[config.mk]
export PLATFORM = sky130hd
export DESIGN_NAME = sd_cmd_transaction
export DESIGN_NICKNAME = d
export VERILOG_FILES = /design/src/rtl/sd_cmd_pkg.sv /design/src/rtl/cmd_timeout_counter.sv /design/src/rtl/sd_cmd_transaction.sv
export SDC_FILE = /design/constraint.sdc
export NUM_CORES = 1
export LEC_CHECK = 0
export BUFFER_PORTS_ARGS = -buffer_cell sky130_fd_sc_hd__buf_2
export CORE_ASPECT_RATIO = 1.4
export CORE_UTILIZATION = 48
export CTS_CLUSTER_SIZE = 8
export DETAILED_ROUTE_END_ITERATION = 7
export GPL_TIMING_DRIVEN = 1
export MAX_ROUTING_LAYER = met4
export PLACE_DENSITY = 0.87
export SLEW_MARGIN = 20
export SYNTH_ARGS = -nofsm -noshare
export SYNTH_HDL_FRONTEND = slang
export SYNTH_HIERARCHICAL = 1
export SYNTH_SLANG_ARGS = --single-unit
[constraint.sdc]
create_clock -name sd_clock -period 3.6 [get_ports sd_clock]
set_input_delay 0.36 -clock sd_clock [delete_from_list [all_inputs] [get_ports sd_clock]]
set_output_delay 0.36 -clock sd_clock [all_outputs]
set_load 0.02 [all_outputs]
[src/rtl/sd_cmd_pkg.sv]
// ----------------------------------------------------------------------------
// sd_cmd_pkg
// Shared definitions for the SD CMD transaction stage: the FSM state
// encoding, frame/response widths, the fixed frame header bits and a helper
// that assembles a 40-bit CMD frame from an index and an argument.
// ----------------------------------------------------------------------------
package sd_cmd_pkg;

    localparam int FRAME_W = 40;
    localparam int RESP_W  = 15;

    localparam logic START_BIT = 1'b0;
    localparam logic TX_BIT    = 1'b1;

    typedef enum logic [2:0] {
        IDLE      = 3'd0,
        SEND      = 3'd1,
        RELEASE   = 3'd2,
        WAIT_RESP = 3'd3,
        ACK_RESP  = 3'd4,
        DONE      = 3'd5,
        FAIL      = 3'd6
    } state_t;

    // Frame layout, MSB first: start bit, transmission bit, index, argument.
    function automatic logic [FRAME_W-1:0] build_frame(
        input logic [5:0]  idx,
        input logic [31:0] arg
    );
        return {START_BIT, TX_BIT, idx, arg};
    endfunction

endpackage

[src/rtl/cmd_timeout_counter.sv]
// ----------------------------------------------------------------------------
// cmd_timeout_counter
// Saturating watchdog counter. Counts while enabled, never wraps, and flags
// expiry once the count reaches TIMEOUT_CYCLES-1.
// Ports:
//   i_clk      clock, rising edge
//   i_reset    synchronous active-high reset
//   i_clear    return the count to zero (takes priority over i_enable)
//   i_enable   advance the count by one this cycle
//   o_expired  count has reached TIMEOUT_CYCLES-1
// ----------------------------------------------------------------------------
module cmd_timeout_counter #(
    parameter int TIMEOUT_CYCLES = 1024
) (
    input  logic i_clk,
    input  logic i_reset,
    input  logic i_clear,
    input  logic i_enable,
    output logic o_expired
);

    localparam int CNT_W = (TIMEOUT_CYCLES <= 2) ? 1 : $clog2(TIMEOUT_CYCLES);
    localparam logic [CNT_W-1:0] LIMIT = CNT_W'(TIMEOUT_CYCLES - 1);

    logic [CNT_W-1:0] r_count;

    // Watchdog count: clear has priority, then saturating increment.
    always_ff @(posedge i_clk) begin
        if (i_reset) begin
            r_count <= {CNT_W{1'b0}};
        end else if (i_clear) begin
            r_count <= {CNT_W{1'b0}};
        end else if (i_enable && (r_count != LIMIT)) begin
            r_count <= r_count + 1'b1;
        end else begin
            r_count <= r_count;
        end
    end

    assign o_expired = (r_count == LIMIT);

endmodule

[src/rtl/sd_cmd_transaction.sv]
// ----------------------------------------------------------------------------
// sd_cmd_transaction
// Command-transaction stage in front of the SD CMD physical layer. Captures a
// host request, hands the 40-bit frame to the PHY with a 4-phase strobe/ack
// handshake, collects the 15-bit response (or a timeout) and reports
// completion or error. A local watchdog bounds every wait state.
// Optional build macro: CMD_RETRY_EN -- a response timeout is re-sent up to
// MAX_RETRIES times before an error is reported.
// Ports:
//   sd_clock, reset            clock (rising edge), synchronous active-high reset
//   new_command, cmd_index,
//   cmd_argument,
//   no_response_req            host request, captured only in IDLE
//   busy, command_complete,
//   timeout_error, idle_out    host-side status (pulses are one cycle)
//   response_out               last received response
//   cmd_to_send, strobe_out,
//   ack_in                     frame handshake to the PHY
//   no_response_out            registered no-response flag for the PHY
//   strobe_in, ack_out,
//   response_in                response handshake from the PHY
//   command_timeout_in         PHY-side response timeout
// ----------------------------------------------------------------------------
module sd_cmd_transaction
    import sd_cmd_pkg::*;
#(
    parameter int TIMEOUT_CYCLES = 1024,
    parameter int MAX_RETRIES    = 2
) (
    input  logic               sd_clock,
    input  logic               reset,
    input  logic               new_command,
    input  logic [5:0]         cmd_index,
    input  logic [31:0]        cmd_argument,
    input  logic               no_response_req,
    output logic               busy,
    output logic               command_complete,
    output logic               timeout_error,
    output logic [RESP_W-1:0]  response_out,
    output logic [FRAME_W-1:0] cmd_to_send,
    output logic               strobe_out,
    input  logic               ack_in,
    output logic               idle_out,
    output logic               no_response_out,
    input  logic               strobe_in,
    output logic               ack_out,
    input  logic [RESP_W-1:0]  response_in,
    input  logic               command_timeout_in
);

    state_t              r_state;
    state_t              w_next_state;
    logic [FRAME_W-1:0]  r_frame;
    logic [RESP_W-1:0]   r_response;
    logic                r_no_resp;
    logic                r_busy;
    logic                r_strobe;
    logic                r_ack;
    logic                r_complete;
    logic                r_timeout;
    logic                r_idle;
    logic                w_capture;
    logic                w_wd_clear;
    logic                w_wd_enable;
    logic                w_wd_expired;
    logic                w_retry_ok;

    assign w_capture   = (r_state == IDLE) && new_command;
    // Any state change restarts the watchdog, so each wait gets a full budget.
    assign w_wd_clear  = (w_next_state != r_state);
    assign w_wd_enable = (r_state == SEND) || (r_state == RELEASE) ||
                         (r_state == WAIT_RESP) || (r_state == ACK_RESP);

    cmd_timeout_counter #(
        .TIMEOUT_CYCLES (TIMEOUT_CYCLES)
    ) u_watchdog (
        .i_clk     (sd_clock),
        .i_reset   (reset),
        .i_clear   (w_wd_clear),
        .i_enable  (w_wd_enable),
        .o_expired (w_wd_expired)
    );

`ifdef CMD_RETRY_EN
    localparam int RETRY_W = (MAX_RETRIES < 1) ? 1 : $clog2(MAX_RETRIES + 1);
    logic [RETRY_W-1:0] r_retry_count;

    assign w_retry_ok = (r_retry_count < RETRY_W'(MAX_RETRIES));

    // Retry bookkeeping: cleared per command, bumped on each response re-send.
    always_ff @(posedge sd_clock) begin
        if (reset) begin
            r_retry_count <= {RETRY_W{1'b0}};
        end else if (w_capture) begin
            r_retry_count <= {RETRY_W{1'b0}};
        end else if ((r_state == WAIT_RESP) && (w_next_state == SEND)) begin
            r_retry_count <= r_retry_count + 1'b1;
        end else begin
            r_retry_count <= r_retry_count;
        end
    end
`else
    // Retries compiled out; the parameter stays so both builds share one
    // parameter list.
    assign w_retry_ok = 1'b0 & (MAX_RETRIES > 0);
`endif

    // Next-state decode; a response strobe outranks a simultaneous timeout.
    always_comb begin
        w_next_state = r_state;
        case (r_state)
            IDLE: begin
                if (new_command) w_next_state = SEND;
                else             w_next_state = IDLE;
            end
            SEND: begin
                if (ack_in)            w_next_state = RELEASE;
                else if (w_wd_expired) w_next_state = FAIL;
                else                   w_next_state = SEND;
            end
            RELEASE: begin
                if (!ack_in)           w_next_state = r_no_resp ? DONE : WAIT_RESP;
                else if (w_wd_expired) w_next_state = FAIL;
                else                   w_next_state = RELEASE;
            end
            WAIT_RESP: begin
                if (strobe_in)                               w_next_state = ACK_RESP;
                else if (command_timeout_in || w_wd_expired) w_next_state = w_retry_ok ? SEND : FAIL;
                else                                         w_next_state = WAIT_RESP;
            end
            ACK_RESP: begin
                if (!strobe_in)        w_next_state = DONE;
                else if (w_wd_expired) w_next_state = FAIL;
                else                   w_next_state = ACK_RESP;
            end
            DONE:    w_next_state = IDLE;
            FAIL:    w_next_state = IDLE;
            default: w_next_state = IDLE;
        endcase
    end

    // State register.
    always_ff @(posedge sd_clock) begin
        if (reset) r_state <= IDLE;
        else       r_state <= w_next_state;
    end

    // Frame/flag capture and response latch.
    always_ff @(posedge sd_clock) begin
        if (reset) begin
            r_frame    <= {FRAME_W{1'b0}};
            r_no_resp  <= 1'b0;
            r_response <= {RESP_W{1'b0}};
        end else begin
            if (w_capture) begin
                r_frame   <= build_frame(cmd_index, cmd_argument);
                r_no_resp <= no_response_req;
            end else begin
                r_frame   <= r_frame;
                r_no_resp <= r_no_resp;
            end
            if ((r_state == WAIT_RESP) && strobe_in) r_response <= response_in;
            else                                     r_response <= r_response;
        end
    end

    // Registered Moore outputs, decoded from the state being entered.
    always_ff @(posedge sd_clock) begin
        if (reset) begin
            r_busy     <= 1'b0;
            r_strobe   <= 1'b0;
            r_ack      <= 1'b0;
            r_complete <= 1'b0;
            r_timeout  <= 1'b0;
            r_idle     <= 1'b1;
        end else begin
            r_busy     <= (w_next_state == SEND) || (w_next_state == RELEASE) ||
                          (w_next_state == WAIT_RESP) || (w_next_state == ACK_RESP);
            r_strobe   <= (w_next_state == SEND);
            r_ack      <= (w_next_state == ACK_RESP);
            r_complete <= (w_next_state == DONE);
            r_timeout  <= (w_next_state == FAIL);
            r_idle     <= (w_next_state == IDLE);
        end
    end

    assign busy             = r_busy;
    assign command_complete = r_complete;
    assign timeout_error    = r_timeout;
    assign response_out     = r_response;
    assign cmd_to_send      = r_frame;
    assign strobe_out       = r_strobe;
    assign idle_out         = r_idle;
    assign no_response_out  = r_no_resp;
    assign ack_out          = r_ack;

endmodule

Word level (Yosys, flattened, before mapping)
Index checks and enable logic that the tools add are counted.

word-level totals
  register bits after elaboration = 74
  input bits = 60
  output and inout port bits = 62
  logic and storage cells = 49

operators by class
  add/sub/neg operators = 1
  eq/ne operators = 13
  muxes and demuxes = 11
  reductions and logical operators = 13

operators with widths
  operator                                                               number
  3-bit two-way mux                                                      7
  3-bit one-hot mux with 5 select lines                                  1
  3-bit by 2-bit equality test with 1-bit output, second input constant  4
  3-bit equality test, second input constant                             4
  10-bit by 1-bit adder with 10-bit output, second input constant        1
  10-bit equality test, second input constant                            1
  10-bit inequality test, second input constant                          1
  1-bit logical OR                                                       7
  3-bit by 1-bit equality test with 1-bit output, second input constant  2
  3-bit zero test                                                        2
  2-bit two-way mux                                                      2
  1-bit logical AND                                                      3
  3-bit inequality test                                                  1
  2-bit OR reduction                                                     1
  1-bit two-way mux                                                      1

Depth between registers and ports, before layout
Gate-level depths: netlist (run 1).

  word-level depth = 9
  mapped depth = 14
  mapped depth without buffers = 11

Modules after synthesis
Netlist (run 1), hierarchy kept.

by module, submodules not included
  module               times used  cells each  area each (um^2)  sequential area each (um^2)
  sd_cmd_transaction   1           316         2527.4            1281.2
  cmd_timeout_counter  1           60          498.0             200.2

Least setup slack after synthesis (run 1)
No wires, ideal clock.

  path type = reg2reg
  start = register u_watchdog.r_count[0]
  end = register u_watchdog.r_count[3]
  setup time = 0.059 ns
  arrival = 2.910 ns
  required time = 3.541 ns
  setup slack = 0.631 ns
  cell stages (with the launch flop) = 15
  path buffers = 3
  clock period less this slack = 2.969 ns
  path through = dfxtp_1 ha_1 nand3_1 or3_1 buf_2 inv_1 buf_6 nor3_1 a21o_1 a221oi_1 nor3_2 or2_2 clkbuf_1 or4_1 nand2_1

between the ends
  word-level cells in the longest chain between the ends = 7
  elaborated cells between the ends (all ways) = 16
  classes of those cells = add/sub (1); eq/ne (3); mux (9); reduce/logical (3)

ends and longest elaborated chain
  what                                       RTL line                   source
  start: declaration                         cmd_timeout_counter.sv:25  logic [CNT_W-1:0] r_count;
  start signal: assignment                   cmd_timeout_counter.sv:30  r_count <= {CNT_W{1'b0}};
  start signal: assignment                   cmd_timeout_counter.sv:32  r_count <= {CNT_W{1'b0}};
  start signal: assignment                   cmd_timeout_counter.sv:34  r_count <= r_count + 1'b1;
  10-bit equality test (*)                   cmd_timeout_counter.sv:40  assign o_expired = (r_count == LIMIT);
  net w_wd_expired                           sd_cmd_transaction.sv:65   logic w_wd_expired;
  1-bit logical OR                           sd_cmd_transaction.sv:128  else if (command_timeout_in || w_wd_expired) w_next_state = w_retry_ok ? SEND : FAIL;
  3-bit two-way mux                          sd_cmd_transaction.sv:128
  3-bit two-way mux                          sd_cmd_transaction.sv:127  if (strobe_in) w_next_state = ACK_RESP;
  3-bit one-hot mux with 5 select lines (*)  sd_cmd_transaction.sv:111  case (r_state)
  3-bit inequality test (*)                  sd_cmd_transaction.sv:70   assign w_wd_clear = (w_next_state != r_state);
  net w_wd_clear                             sd_cmd_transaction.sv:63   logic w_wd_clear;
  2-bit OR reduction (no line) (*)           --

Mark *: on every way through the listed nets, which the timed path passes. The rest lies on a longest branch.
A chain may end at the register's enable or synchronous reset.

Final worst setup path (run 1)
Same ends and word-level chain as after synthesis.

==> impl_metrics.yaml, run 1 <==
clock_network:
  clockRootBuffer: "clkbuf_8"
  clk_pin_slew_worst_paths_ns: 0.08
  clock_latency_ns: 0.34
  numCtsBuffers: 9
  cts_setup_buffers: 0
  cts_resized: 0
  cts-htree-levels: 3
  holdBufCountCts: 0
  clock_sinks: 74
  clockBufferDepth: 2
  cts_tree: "built"
placed_design:
  dp.final_hpwl_um: 5050
  port_buffers: 120
  place_area_um2: 3580
  dp_cells: 541
  place_congestion: 0.874
final_layout:
  fin_nets: 543
  design_area_um2: 3820
  instances_no_fill: 557
  drive_above_1_share: 0.304
  antennaDiodeCount: 0
  area_growth_syn_to_layout_pct: 26.3
logic_synthesis:
  yosysSeqAreaShare: 0.490
  synth_edf_count: 0
  yosysWarningCount: 6
  synth_nets: 437
  ys.flop_type: "dfxtp_1"
  avgSynthCellArea_um2: 8.05
  synthArstFlopShare: 0
  ys_ff_latch: 74
  ys_types: 52
  syn-cell-area_um2: 3030
  netlist_instances: 376
setup_path:
  cp.required_ns: 3.88
  slowest_stage: "or4_1"
  cp_num_buf_inv: 1
  arrival_ns: 3.48
  crit_family: "simple AND/OR/NAND/NOR gates"
  critPathMaxFanout: 9
  max_stage_delay_ns: 0.52
  reg2reg_slack_ns: 0.40
  crit_type: "reg2reg"
  path_cells: "ha_1 > nand3_1 > or3_1 > inv_1 > nor3_1 > a21o_1 > a221oi_1 > nor3_2 > or2_2 > or4_1 > nand2_1"
  critPathCaptureType: "flop"
  start_kind: "flop"
drt:
  route.met2.wl_um: 3490
  ant_nets: 0
  vias_per_cell: 5.22
  vias: 2907
  m1WireLength_um: 2850
  drc: 0
  wl_um: 6930
  drt_iter0_drc: 77
  firstDrtPassIters: 4
  wl_met3_um: 465
  maxUsedRoutingLayer: "met4"
  wl_per_cell_um: 12.4
sta:
  post-route-period-util: 0.889
  rsz0062_at_grt: "false"
  tns_ns: 0
  fin_skew_ns: 0.00886
  drv_slew: 0
  hold_violations: 0
  max_freq_mhz: 312
  layout_min_cycle_time_ns: 3.20
  finalSetupViolCount: 0
  worstMarginPinSlew_ns: 1.09
  relSlewSlack: 0.270
pwr:
  pwr_density_cell_nw_per_um2: 525
  leakage_nw: 1.71
  ir_drop_uv: 369
  total_power_w: 0.00201
floorplan:
  fp.dieH_um: 95.9
  io-pin-count: 122
  die-area_um2: 6630
  die_w_um: 69.1
  rows: 33
  fp.coreArea_um2: 5990
  initial_core_util: 0.505
worst_hold_path:
  hold_class: "in2reg"
grt:
  first_global_vias: 2530
  grt_max_degree: 62
  antenna_found_initial: 0
  grt_remaining_overflow: 0
  grt_usage: 0.209
  grt_first_pass_wirelength_um: 10900
status:
  status: "finished clean"
flow_run:
  maxCapViolCount: 0
## per-stage QoR
step,util,hold WS (ns),setup WS [ns]
4_1_cts,0.638,0.238,0.432
5_1_grt,0.638,0.241,0.203
3_3_place_gp,0.598,0.438,0.573
2_1_floorplan,-,0.455,0.631
3_5_place_dp,0.598,0.443,0.456
6_report,0.638,0.255,0.400
## tightest hold or removal path: stages
cell and delay, ns:
buf_2 0.09, nand2_1 0.04, a21oi_1 0.05
## kinds of logic (layout without fill, tap and decap cells)
group | count (synthesis) | count (layout) | share of synthesized area
compound gates | 89 | 89 | 0.177
xor+xnor | 3 | 3 | 0.00869
fa+ha+maj | 1 | 1 | 0.00413
buf+inv | 38 | 149 | 0.0649
flops | 74 | 74 | 0.490
mux | 3 | 3 | 0.0103
other cells | 1 | 1 | 0.00124
simple gates | 167 | 167 | 0.244
## registers in the layout (all words and copies together) (netlist names)
signal	cells
ack_out	1
busy	1
cmd_to_send	39
command_complete	1
idle_out	1
no_response_out	1
r_state	3
response_out	15
strobe_out	1
timeout_error	1
u_watchdog/r_count	10
## Yosys cell counts (3+ instances only)
cell | instances | area [um^2]
buf_6 | 3 | 33.8
nand3_1 | 9 | 45.0
dfxtp_1 | 74 | 1480
o21ai_0 | 8 | 40.0
buf_4 | 5 | 37.5
inv_1 | 11 | 41.3
a21oi_1 | 60 | 300
nor2_1 | 13 | 48.8
nor3_1 | 5 | 25.0
clkbuf_1 | 9 | 33.8
nand2b_1 | 4 | 25.0
nand2_1 | 115 | 432
buf_2 | 9 | 45.0
## worst paths after layout
check                                      startpoint  depth (start not counted)                     to
worst max-delay path            u_watchdog/r_count[0]                         11  u_watchdog/r_count[3]
worst min-delay path                  response_in[14]                          3       response_out[14]
worst max register to register  u_watchdog/r_count[0]                         11  u_watchdog/r_count[3]
worst min register to register        cmd_to_send[22]                          2        cmd_to_send[22]
## layer usage
| metal | track usage | up-vias |
|---|---|---|
| li1 | - | 1471 |
| met1 | 0.230 | 1297 |
| met2 | 0.350 | 124 |
| met3 | 0.0503 | 15 |
| met4 | 0.119 | 0 |
| met5 | - | - |
## layout by cell type (no fill, tap or decap), drive strengths merged, types with 2 or more instances in the layout
cell        n
a21o        3
a21oi      61
a31oi       3
and3        2
buf       122
bufinv      3
clkbuf     10
clkinvlp    2
dfxtp      74
inv        12
mux2i       2
nand2     116
nand2b      4
nand3       9
nand4       3
nor2       13
nor3        7
nor3b       2
nor4        2
o211ai      2
o21ai       8
o2bb2ai     2
o31a        2
or3         2
or3b        2
xor2        2
## power breakdown
| part | leakage (nW) | switching [W] | internal (W) |
|---|---|---|---|
| sequential | 0.604 | 0.0000359 | 0.000870 |
| combinational | 0.992 | 0.000213 | 0.000123 |
| clock | 0.113 | 0.000301 | 0.000463 |
## cell type report
class / instances / area (um^2)
Clock buffer: 10 / 128
Tap cell: 70 / 87.6
Fill cell: 530 / 2170
Timing Repair Buffer: 122 / 616
Clock inverter: 6 / 114
Inverter: 11 / 41.3
Multi-Input combinational cell: 264 / 1350
Sequential cell: 74 / 1480
Note: power is estimated with default switching activity, not from simulation.
==> inputs of run 2 (changes only) <==
CORE_ASPECT_RATIO = 1.2   (was 1.4)
REMOVE_ABC_BUFFERS = 1   (was not set)
==> run 2 against run 1 <==
Fmax increased by 1.2%. Global-route usage increased by 0.64 points. Power is 0.27% higher. Final cell count rose by 2.3%. Via count shrank 0.55%. Critical path depth is the same. Register-to-register slack improved by 0.04 ns. Largest power group unchanged.
==> impl_metrics.yaml, run 2 (synthesis gave the netlist of run 1 again) <==
status:
  status: "finished clean"
clock_network:
  clock_latency_ns: 0.34
  clockRootBuffer: "clkbuf_8"
  cts_tree: "built"
  numCtsBuffers: 9
  clk_pin_slew_worst_paths_ns: 0.08
  holdBufCountCts: 0
  cts_setup_buffers: 0
  clockBufferDepth: 2
  clock_sinks: 74
  cts_resized: 0
  cts-htree-levels: 3
drt:
  drt_iter0_drc: 137
  drc: 0
  wl_um: 6810
  vias: 2891
  vias_per_cell: 5.07
  wl_per_cell_um: 11.9
  firstDrtPassIters: 4
  ant_nets: 0
placed_design:
  dp.final_hpwl_um: 4740
  place_area_um2: 3600
  port_buffers: 120
  place_ws_ns: 0.493
  place_congestion: 0.897
grt:
  grt_usage: 0.216
  grt_max_degree: 41
  grt_remaining_overflow: 0
  first_global_vias: 2454
  antenna_found_initial: 0
  grt_first_pass_wirelength_um: 10600
final_layout:
  area_growth_syn_to_layout_pct: 27.1
  antennaDiodeCount: 0
  final_common_cell: "buf_2"
  fillers: 534
  fin_nets: 544
  layout_common_cells: "buf_2, nand2_1, dfxtp_1"
  drive_above_1_share: 0.303
  multi_input_area_um2: 1350
  design_area_um2: 3850
  seqCellArea_um2: 1480
  largest_reg_flops: 39
floorplan:
  io-pin-count: 122
  fp.coreArea_um2: 6050
  fp.dieH_um: 89.0
  die_w_um: 74.5
  rows: 31
  die-area_um2: 6630
  initial_core_util: 0.500
worst_hold_path:
  hold_class: "in2reg"
  hp-start: "cmd_argument[15]"
setup_path:
  crit_type: "reg2reg"
  cp.required_ns: 3.89
  arrival_ns: 3.45
  critPathMaxFanout: 9
  critPathCaptureType: "flop"
  path_cells: "ha_1 > nand3_1 > or3_1 > inv_1 > nor3_1 > a21o_1 > a221oi_1 > nor3_2 > or2_2 > or4_1 > nand2_1"
  worst_r2r_startpoint: "u_watchdog/r_count[0]"
  slowest_stage: "or4_1"
  crit_start: "u_watchdog/r_count[0]"
  max_stage_delay_ns: 0.50
  start_kind: "flop"
sta:
  hold_violations: 0
  tns_ns: 0
  worstMarginPinSlew_ns: 0.528
  worst_slack_ns: 0.438
  holdWs_ns: 0.247
  max_freq_mhz: 316
  finalSetupViolCount: 0
  relSlewSlack: 0.648
  post-route-period-util: 0.878
  fin_skew_ns: 0.00966
  rsz0062_at_grt: "false"
  layout_min_cycle_time_ns: 3.16
  drv_slew: 0
pwr:
  leakage_nw: 1.72
  pwr_density_cell_nw_per_um2: 523
  total_power_w: 0.00201
  ir_drop_uv: 254
flow_run:
  maxCapViolCount: 0
## run 2: cell types whose count changed in the layout (fill, tap and decap cells not counted), sizes merged
cell,change
buf,+1
clkbuf,+2
clkinvlp,-2
inv,-1
clkinv,+1
## run 2: per-layer routing
metal / part of all wire / vias to the layer above / GRT usage
met1: 0.43 / 1311 / 0.240
met5: 0 / - / -
li1: - / 1472 / -
met3: 0.054 / 10 / 0.0462
met2: 0.50 / 98 / 0.349
met4: 0.016 / 0 / 0.136
## run 2: final timing paths
path / to / slack (ns) / cells after the start
max: u_watchdog/r_count[3] / 0.44 / 11
min: cmd_to_send[15] / 0.25 / 3
max reg2reg: u_watchdog/r_count[3] / 0.44 / 11
min reg2reg: response_out[11] / 0.45 / 2
## run 2: area by class of cell
cell class	count	share of cell area
repair buffers	123	0.162
well taps	82	0.0267
inverters	11	0.0107
clock buffers	12	0.0377
multi-input cells	264	0.352
clock inverters	4	0.0257
flip-flops and latches	74	0.385
## run 2: per-stage QoR
| stage | utilization | std cells |
|---|---|---|
| 5_1_grt | 0.636 | 570 |
| 6_report | 0.636 | 570 |
| 3_5_place_dp | 0.595 | 554 |
| 4_1_cts | 0.636 | 570 |
| 2_1_floorplan | - | 349 |
| 3_3_place_gp | 0.595 | 554 |
## run 2: power by group
group	switching, W	total (W)	internal, W
Combinational	0.000214	0.000338	0.000124
Clock	0.000288	0.000769	0.000481
Sequential	0.0000349	0.000905	0.000870
Total	0.000537	0.00201	0.00148
## run 2: worst max-delay path: cells and delay by family, from the launching register on
family	cells	cell delay [ns]
compound gates	2	0.59
flops	1	0.38
fa+ha+maj	1	0.22
simple gates	7	1.67
buf+inv	1	0.25
